==> src/rtl/rr_arb_mux_pkg.sv <==
// rr_arb_mux_pkg: shared definitions for the round-robin arbitrated mux.
//   DEF_WIDTH  : default per-channel data width
//   DEF_NUM_IN : default channel count
//   lock_e     : packet-lock state of the arbiter
package rr_arb_mux_pkg;

  localparam int unsigned DEF_WIDTH  = 32;
  localparam int unsigned DEF_NUM_IN = 8;

  typedef enum logic {
    LK_FREE = 1'b0,
    LK_HELD = 1'b1
  } lock_e;

endpackage

==> src/rtl/rr_arb_mux_if.sv <==
// rr_arb_mux_if: producer/consumer bundle of the arbitrated mux.
//   in_valid/in_last/in_data/in_ready : NUM_IN producer channels, channel i in
//                                       in_data[i*WIDTH +: WIDTH]
//   out_valid/out_ready/out_data/out_sel/out_last : single consumer port
//   slave  : view taken by the mux
//   master : view taken by the surrounding producers/consumer
interface rr_arb_mux_if
  import rr_arb_mux_pkg::*;
#(
  parameter int unsigned WIDTH  = DEF_WIDTH,
  parameter int unsigned NUM_IN = DEF_NUM_IN
);
  localparam int unsigned SEL_W = $clog2(NUM_IN);

  logic [NUM_IN-1:0]       in_valid;
  logic [NUM_IN-1:0]       in_last;
  logic [NUM_IN*WIDTH-1:0] in_data;
  logic [NUM_IN-1:0]       in_ready;
  logic                    out_valid;
  logic                    out_ready;
  logic [WIDTH-1:0]        out_data;
  logic [SEL_W-1:0]        out_sel;
  logic                    out_last;

  modport slave (
    input  in_valid, in_last, in_data, out_ready,
    output in_ready, out_valid, out_data, out_sel, out_last
  );

  modport master (
    output in_valid, in_last, in_data, out_ready,
    input  in_ready, out_valid, out_data, out_sel, out_last
  );
endinterface

==> src/rtl/rr_arb_mux_pick.sv <==
// rr_pick: combinational round-robin picker.
//   req_i        : per-channel requests
//   ptr_i        : last granted channel; search starts at ptr_i+1
//   gnt_onehot_o : one-hot grant (zero when no request)
//   gnt_idx_o    : index of the granted channel (0 when no request)
//   any_o        : at least one request present
module rr_pick #(
  parameter int unsigned NUM_IN = 8,
  parameter int unsigned SEL_W  = $clog2(NUM_IN)
) (
  input  logic [NUM_IN-1:0] req_i,
  input  logic [SEL_W-1:0]  ptr_i,
  output logic [NUM_IN-1:0] gnt_onehot_o,
  output logic [SEL_W-1:0]  gnt_idx_o,
  output logic              any_o
);

  // Rotated fixed-priority search: step j examines channel (ptr+1+j) mod NUM_IN,
  // so the first hit is the winner and its index is already un-rotated.
  // ptr+1+j < 2*NUM_IN, so a single conditional subtract implements the modulo.
  always_comb begin
    int unsigned idx;
    gnt_onehot_o = '0;
    gnt_idx_o    = '0;
    any_o        = 1'b0;
    for (int unsigned j = 0; j < NUM_IN; j++) begin
      idx = 32'(ptr_i) + 32'd1 + j;
      if (idx >= NUM_IN) idx = idx - NUM_IN;
      if (!any_o && req_i[idx]) begin
        any_o             = 1'b1;
        gnt_onehot_o[idx] = 1'b1;
        gnt_idx_o         = SEL_W'(idx);
      end
    end
  end

endmodule

==> src/rtl/rr_arb_mux.sv <==
// rr_arb_mux: NUM_IN-input round-robin arbitrated mux with a registered output
// stage and optional packet lock.
//   clock : rising-edge clock
//   reset : synchronous, active-high
//   bus   : rr_arb_mux_if.slave (producer channels + consumer port)
// Parameters: WIDTH (data width), NUM_IN (channels), LOCK_EN (1 = hold the
// grant on a channel until a beat with in_last=1 is accepted).
module rr_arb_mux
  import rr_arb_mux_pkg::*;
#(
  parameter int unsigned WIDTH   = DEF_WIDTH,
  parameter int unsigned NUM_IN  = DEF_NUM_IN,
  parameter bit          LOCK_EN = 1'b0
) (
  input  logic        clock,
  input  logic        reset,
  rr_arb_mux_if.slave bus
);
  localparam int unsigned SEL_W = $clog2(NUM_IN);

  logic [WIDTH-1:0]  out_data_q;
  logic [SEL_W-1:0]  out_sel_q;
  logic              out_valid_q;
  logic              out_last_q;
  logic [SEL_W-1:0]  last_grant_q;
  lock_e             lock_q, lock_d;

  logic              load_en;
  logic              xfer;
  logic [NUM_IN-1:0] lock_mask;
  logic [NUM_IN-1:0] req;
  logic [NUM_IN-1:0] gnt_onehot;
  logic [SEL_W-1:0]  gnt_idx;
  logic              any;
  logic [WIDTH-1:0]  win_data;
  logic              win_last;

  assign load_en = !out_valid_q || bus.out_ready;

  // While locked only the previously granted channel may compete.
  always_comb begin
    lock_mask               = '0;
    lock_mask[last_grant_q] = 1'b1;
    req = (lock_q == LK_HELD) ? (bus.in_valid & lock_mask) : bus.in_valid;
  end

  rr_pick #(
    .NUM_IN (NUM_IN),
    .SEL_W  (SEL_W)
  ) u_pick (
    .req_i        (req),
    .ptr_i        (last_grant_q),
    .gnt_onehot_o (gnt_onehot),
    .gnt_idx_o    (gnt_idx),
    .any_o        (any)
  );

  assign xfer         = load_en && any && !reset;
  assign bus.in_ready = xfer ? gnt_onehot : '0;

  always_comb begin
    win_data = '0;
    for (int unsigned i = 0; i < NUM_IN; i++) begin
      if (gnt_onehot[i]) win_data = bus.in_data[i*WIDTH +: WIDTH];
    end
    win_last = |(bus.in_last & gnt_onehot);
  end

  always_comb begin
    lock_d = lock_q;
    if (LOCK_EN && xfer) lock_d = win_last ? LK_FREE : LK_HELD;
  end

  always_ff @(posedge clock) begin
    if (reset) begin
      lock_q <= LK_FREE;
    end else begin
      lock_q <= lock_d;
    end
  end

  always_ff @(posedge clock) begin
    if (reset) begin
      out_valid_q  <= 1'b0;
      out_data_q   <= '0;
      out_sel_q    <= '0;
      out_last_q   <= 1'b0;
      last_grant_q <= SEL_W'(NUM_IN - 1);
    end else if (xfer) begin
      out_valid_q  <= 1'b1;
      out_data_q   <= win_data;
      out_sel_q    <= gnt_idx;
      out_last_q   <= win_last;
      last_grant_q <= gnt_idx;
    end else if (load_en) begin
      out_valid_q  <= 1'b0;
    end
  end

  assign bus.out_valid = out_valid_q;
  assign bus.out_data  = out_data_q;
  assign bus.out_sel   = out_sel_q;
  assign bus.out_last  = out_last_q;

endmodule

==> src/flat_wrapper.sv <==
// flat-port wrapper written by rule: the top's interface ports become plain ports
module rr_arb_mux_flat import rr_arb_mux_pkg::*;
#(
  parameter int unsigned WIDTH   = DEF_WIDTH,
  parameter int unsigned NUM_IN  = DEF_NUM_IN,
  parameter bit          LOCK_EN = 1'b0
)
  (clock, reset, bus_in_valid, bus_in_last, bus_in_data, bus_out_ready, bus_in_ready, bus_out_valid, bus_out_data, bus_out_sel, bus_out_last);
  rr_arb_mux_if #(.WIDTH(WIDTH), .NUM_IN(NUM_IN)) bus_i ();
  input  logic clock;
  input  logic reset;
  input wire logic [$bits(bus_i.in_valid)-1:0] bus_in_valid;
  input wire logic [$bits(bus_i.in_last)-1:0] bus_in_last;
  input wire logic [$bits(bus_i.in_data)-1:0] bus_in_data;
  input wire logic [$bits(bus_i.out_ready)-1:0] bus_out_ready;
  output wire logic [$bits(bus_i.in_ready)-1:0] bus_in_ready;
  output wire logic [$bits(bus_i.out_valid)-1:0] bus_out_valid;
  output wire logic [$bits(bus_i.out_data)-1:0] bus_out_data;
  output wire logic [$bits(bus_i.out_sel)-1:0] bus_out_sel;
  output wire logic [$bits(bus_i.out_last)-1:0] bus_out_last;
  assign bus_i.in_valid = bus_in_valid;
  assign bus_i.in_last = bus_in_last;
  assign bus_i.in_data = bus_in_data;
  assign bus_i.out_ready = bus_out_ready;
  assign bus_in_ready = bus_i.in_ready;
  assign bus_out_valid = bus_i.out_valid;
  assign bus_out_data = bus_i.out_data;
  assign bus_out_sel = bus_i.out_sel;
  assign bus_out_last = bus_i.out_last;
  rr_arb_mux #(.WIDTH(WIDTH), .NUM_IN(NUM_IN), .LOCK_EN(LOCK_EN)) u_core (.clock(clock), .reset(reset), .bus(bus_i));
endmodule
==> config.mk <==
export PLATFORM = sky130hd
export DESIGN_NAME = rr_arb_mux_flat
export DESIGN_NICKNAME = d
export VERILOG_FILES = /design/src/rtl/rr_arb_mux_pkg.sv /design/src/rtl/rr_arb_mux_if.sv /design/src/rtl/rr_arb_mux_pick.sv /design/src/rtl/rr_arb_mux.sv /design/src/flat_wrapper.sv
export SDC_FILE = /design/constraint.sdc
export NUM_CORES = 1
export LEC_CHECK = 0
export CAP_MARGIN = 10
export CORE_MARGIN = 3
export CORE_UTILIZATION = 35
export DETAILED_ROUTE_END_ITERATION = 10
export GPL_TIMING_DRIVEN = 0
export PLACE_DENSITY = 0.82
export SYNTH_ARGS = -nofsm -noshare
export SYNTH_HDL_FRONTEND = slang
export SYNTH_SLANG_ARGS = --single-unit
==> constraint.sdc <==
create_clock -name clock -period 5.5 [get_ports clock]
set_input_delay 1.375 -clock clock [delete_from_list [all_inputs] [get_ports clock]]
set_output_delay 1.375 -clock clock [all_outputs]
set_load 0.05 [all_outputs]
# After elaboration in Yosys (flattened, before gate mapping)
# Index checks and enable logic that the tools add are counted.
dict set report word_totals {
  ff_bits 40
  input_bits 275
  out_inout_bits 45
  elab_cells 157
}
dict set report op_classes {
  addsub 16
  order_cmp 24
  n_mux 75
  bitwise_logic 8
  n_reduce_logical 29
}
# op n
set op_table {}
lappend op_table {{2-to-1 mux 32 bit} 16}
lappend op_table {{greater-or-equal comparator 32 x 1 -> 1 bit, second input constant} 8}
lappend op_table {{greater-or-equal comparator 32 x 4 -> 1 bit, second input constant} 8}
lappend op_table {{less-than comparator 32 x 4 -> 1 bit, second input constant} 8}
lappend op_table {{subtractor 32 x 4 -> 32 bit, second input constant} 8}
lappend op_table {{adder 32 x 3 -> 32 bit, second input constant} 4}
lappend op_table {{2-to-1 mux 8 bit} 9}
lappend op_table {{adder 32 x 2 -> 32 bit, second input constant} 2}
lappend op_table {{bitwise OR 8 bit} 7}
lappend op_table {{adder 32 x 1 -> 32 bit, second input constant} 1}
lappend op_table {{2-to-1 mux 1 bit} 26}
lappend op_table {{binary-select mux 1 bit (select 3 bit)} 8}
lappend op_table {{demux 1 bit (select 3 bit)} 8}
lappend op_table {{2-to-1 mux 3 bit} 8}
lappend op_table {{logical AND 1 bit} 17}
lappend op_table {{zero test 1 bit} 9}
lappend op_table {{AND 8 bit} 1}
lappend op_table {{OR reduction 8 bit} 1}
lappend op_table {{adder 3 x 1 -> 4 bit, second input constant} 1}
lappend op_table {{nonzero test 2 bit} 1}
lappend op_table {{logical OR 1 bit} 1}

# Longest topological paths before layout
dict set report logic_depth {
  depth_word 35
  ltp_mapped 19
  ltp_nobuf 13
}

# By module
# Synthesis repeated with hierarchy kept, for this count alone.
dict set report hier_totals {
  hier_cells 656
  hier_area_um2 5248.8
}
# mod instances cells_per_inst area_each_um2 seq_area_each_um2
set by_module_without_submodules {}
lappend by_module_without_submodules {rr_arb_mux 1 442 3492.1 800.8}
lappend by_module_without_submodules {rr_pick 1 214 1756.7 0.0}

# Worst setup path after synthesis
# Ideal clock, no wire load.
dict set report synth_path {
  kind {input to output}
  startpoint {input bus_in_valid[0]}
  endpoint {output bus_in_ready[3]}
  arrival_ps 4384
  required_time_ps 4125
  slack_ps -259
  path_stages 11
  path_buffers 4
  path_cell_list {buf_2 -> or2_2 -> mux4_2 -> mux2_2 -> mux2_4 -> buf_6 -> a211o_1 -> and3_1 -> clkbuf_1 -> buf_2 -> nor2_1}
}
dict set report synth_between {
  elab_chain_cells 27
  word_cells_on_any_way 56
  classes_between {33 x mux; 7 x bitwise; 16 x reduce/logical}
}
# element line
set synth_rtl {}
lappend synth_rtl {{start: declaration} flat_wrapper.sv:12} ;# input wire logic [$bits(bus_i.in_valid)-1:0] bus_in_valid;
lappend synth_rtl {{binary-select mux 1 bit (select 3 bit)} rr_arb_mux_pick.sv:29} ;# if (!any_o && req_i[idx]) begin
lappend synth_rtl {{2-to-1 mux 1 bit (not written as such)} rr_arb_mux_pick.sv:29}
lappend synth_rtl {{2-to-1 mux 1 bit} rr_arb_mux_pick.sv:29}
lappend synth_rtl {{zero test 1 bit} rr_arb_mux_pick.sv:29}
lappend synth_rtl {{logical AND 1 bit} rr_arb_mux_pick.sv:29}
lappend synth_rtl {{2-to-1 mux 1 bit} rr_arb_mux_pick.sv:29}
lappend synth_rtl {{zero test 1 bit} rr_arb_mux_pick.sv:29}
lappend synth_rtl {{logical AND 1 bit} rr_arb_mux_pick.sv:29}
lappend synth_rtl {{[... 10 more ...]} --}
lappend synth_rtl {{zero test 1 bit} rr_arb_mux_pick.sv:29}
lappend synth_rtl {{logical AND 1 bit} rr_arb_mux_pick.sv:29}
lappend synth_rtl {{2-to-1 mux 1 bit} rr_arb_mux_pick.sv:29}
lappend synth_rtl {{zero test 1 bit} rr_arb_mux_pick.sv:29}
lappend synth_rtl {{logical AND 1 bit} rr_arb_mux_pick.sv:29}
lappend synth_rtl {{2-to-1 mux 1 bit} rr_arb_mux_pick.sv:29}
lappend synth_rtl {{logical AND 1 bit (2 in series)} rr_arb_mux.sv:58} ;# assign xfer = load_en && any && !reset;
lappend synth_rtl {{2-to-1 mux 8 bit *} rr_arb_mux.sv:59} ;# assign bus.in_ready = xfer ? gnt_onehot : '0;
lappend synth_rtl {{end: declaration} flat_wrapper.sv:16} ;# output wire logic [$bits(bus_i.in_ready)-1:0] bus_in_ready;
# Every way passes the cells marked *; elsewhere a longest branch is shown, timed or not. The select of a mux whose other input is x is not followed.

# Final worst setup path
dict set report layout_path {
  startpoint {input bus_in_valid[4]}
  endpoint {output bus_in_ready[4]}
}
# The elaborated chain is that of the path after synthesis.

==> impl_metrics.tcl <==
set metrics [dict create \
    cp-start-kind "input port" \
    drt_iter0_markers 970 \
    hp-start "u_core.bus.out_sel[1]" \
    min_path_type "reg -> reg" \
    worstMarginPinSlew_ns 0.689 \
    layout-drive-gt1-share_pct 17.6 \
    top_usage_layer "met2" \
    use_met1_pct 41.3 \
    power_leakage_nw 3.66 \
    die_h_um 138 \
    use_met3_pct 7.09 \
    drc 0 \
    synth_edf_count 0 \
    start_util_pct 36.2 \
    numCtsBuffers 5 \
    holdBufCountCts 0 \
    clock-root-buffer "clkbuf_16" \
    viasPerCell 6.39 \
    finalPower_w 0.00783 \
    use_met2_pct 52.5 \
    required_ns 4.12 \
    syn_nets 1061 \
    globalRouteOverflowTotal 0 \
    cap_viol_max_count 0 \
    ys_seq_area_share_pct 13.2 \
    r2r-end "u_core.bus.out_data[21]" \
    wire_per_inst_um 25.0 \
    layout-area-overhead-vs-synth_pct 70.2 \
    yosysWarnings 0 \
    critPathArrivalTime_ns 4.09 \
    fin_setup_tns_ns 0 \
    clock.fmax_ghz 0.183 \
    grt_max_degree 20 \
    status "finished, final reports clean" \
    endpoint_kind "primary output" \
    min_period_over_period_pct 99.3 \
    drv_slew 0 \
    finClkSkew_ns 0.00891 \
    path_class "in -> out" \
    clock_sinks 40 \
    io_pins 320 \
    syn_area_sq_mm 0.00608 \
    n_fill_cell 1517 \
    reg2reg_depth 20 \
    ys_ff_latch 40 \
    hold_viol_final 0 \
    place.gp.congestion 0.935 \
    dieArea_sq_mm 0.0190 \
    ff2ff_setup_slack_ns 0.79 \
    powerDensity_mw_per_mm2 756 \
    yosys.area.top_type_share_pct 13.2 \
    synth_cell_types 86 \
    dp_hpwl_um 25200 \
    port_buffers 313 \
    hold_end "u_core.bus.out_sel[1]" \
    dp_slack_ns -1.67 \
    clockBufferDepth 2 \
    ir_drop_uv 451 \
    ys_async_sr_fraction_pct 0 \
    firstDrtPassIters 6 \
    clkTransAtPathRegs_ns 0.06 \
    ant_nets 0 \
    worstHoldPathCells 2 \
    core_sq_mm 0.0168 \
    wl_um 34100 \
    grtUsageTotal_pct 32.8 \
    cts_tree "built" \
    relSlewSlack_pct 52.8 \
    num_rows 47 \
    synth_ff_type "dfxtp_1" \
    synthMostInstantiatedCell "nand2_1" \
    die_w_um 138 \
    regToRegStartpoint "u_core.last_grant_q[0]" \
    setup_viol 0 \
    synth_common_cells "nand2_1 (91), o221ai_1 (65), a21oi_1 (45), clkbuf_1 (43), nand2b_1 (41)" \
    grt_pass1_wl_um 48200 \
    fin_nets 1422 \
    htree_num_levels 2 \
    clock_latency_ns 0.30 \
    netlist_top_cells_area "dfxtp_1 (13%), o221ai_1 (9.4%), a32oi_1 (5.6%), nand2_1 (5.6%), a221o_1 (4.9%)" \
    syn_inst 779 \
    synth_top_area_cell "dfxtp_1" \
    num_vias 8706 \
    cp_max_fo 16 \
    grt_antenna_before_repair 1 \
    period_needed_ns 5.46 \
    synth_area_per_cell_sq_um 7.81 \
    post-route-util_pct 61.6 \
    grt_pass1_vias 8374 \
    worst_slack_ns 0.0388 \
]
[worst max-delay path, cell delays in order]
cell and delay (ns):
clkdlybuf4s15_1 0.18, buf_6 0.14, or2_1 0.21, mux4_2 0.47, mux2_4 0.28, mux2_4 0.32, buf_6 0.15, buf_4 0.13
a211oi_2 0.31, nor2_4 0.18, nor2_2 0.12, buf_4 0.20
[where the power goes]
group,internal [W],switching [W],total (W)
combinational,0.00297,0.00405,0.00703
clock,0.000240,0.000139,0.000379
sequential,0.000368,0.0000563,0.000424
total,0.00358,0.00425,0.00783
[what timing repair did]
| action | 4_1_cts | 5_1_grt |
|---|---|---|
| gates resized for setup | 111 | 27 |
| buffers inserted | 30 | 19 |
| pin swaps | 12 | 10 |
| setup endpoints to repair | 8 | 8 |
| gates cloned | 1 | 0 |
[routing by layer]
metal	share of wire [%]	vias up
li1	-	3830
met1	37	4068
met2	46	666
met3	11	142
met4	6.0	0
met5	0	-
[layout by cell type, fill, tap and decap left out, types with 19 or more instances in the layout]
master and instances:
clkdlybuf4s50_1 303, nand2_1 91, o221ai_1 65, buf_4 58, a21oi_1 45, nand2b_1 41, a32oi_1 39, dfxtp_1 38
nor2b_1 37, a22oi_1 33, o31a_1 33, clkbuf_1 32, a221o_1 30, nor2_1 27, buf_6 19
[worst max-delay path by stage]
| stage | slack (ns) | from | depth (start not counted) | endpoint |
|---|---|---|---|---|
| floorplan | -0.03 | bus_in_valid[0] | 11 | bus_in_ready[3] |
| global placement | -1.71 | bus_in_valid[4] | 11 | bus_in_ready[1] |
| detailed placement | -1.67 | bus_in_valid[4] | 11 | bus_in_ready[1] |
| CTS | 0.01 | bus_in_valid[4] | 12 | bus_in_ready[6] |
| global route | -0.03 | bus_in_valid[4] | 10 | bus_in_ready[5] |
| finish | 0.04 | bus_in_valid[4] | 12 | bus_in_ready[4] |
[cells by family (layout without fill, tap and decap cells)]
logic type,after synthesis,in the layout,synth area share (%)
and+or+nand+nor,277,277,24.2
DFF,40,40,13.2
xor gates and xnor gates,3,3,1.01
other,0,1,0
muxes,27,27,7.47
buffers and inverters,106,468,10.2
AOI/OAI and AO/OA,319,319,42.6
adders and majority gates,7,7,1.44
[cell type report]
| cell class | instances | area (sq um) | area share (%) |
|---|---|---|---|
| diodes | 1 | 2.50 | 0.0242 |
| plain buffers | 83 | 583 | 5.63 |
| repair buffers | 363 | 3520 | 33.9 |
| inverters | 14 | 53.8 | 0.520 |
| clock inverters | 1 | 30.0 | 0.290 |
| well taps | 220 | 275 | 2.66 |
| flip-flops and latches | 40 | 803 | 7.76 |
| multi-input cells | 633 | 4940 | 47.7 |
| clock buffers | 7 | 153 | 1.47 |
[flip-flops by register name (all words and copies together) (netlist names)]
signal	cells
u_core.bus.out_data	32
u_core.bus.out_sel	3
u_core.last_grant_q	3
u_core.bus.out_last	1
u_core.bus.out_valid	1
[through the flow]
stage,instances,cell area [sq um],hold slack [ns]
4_1_cts,1346,10100,0.488
3_3_place_gp,1312,9510,0.446
3_5_place_dp,1312,9510,0.474
6_report,1362,10400,0.495
5_1_grt,1362,10400,0.504
2_1_floorplan,779,6100,0.619
No activity file was read; power rests on OpenSTA's default activity.
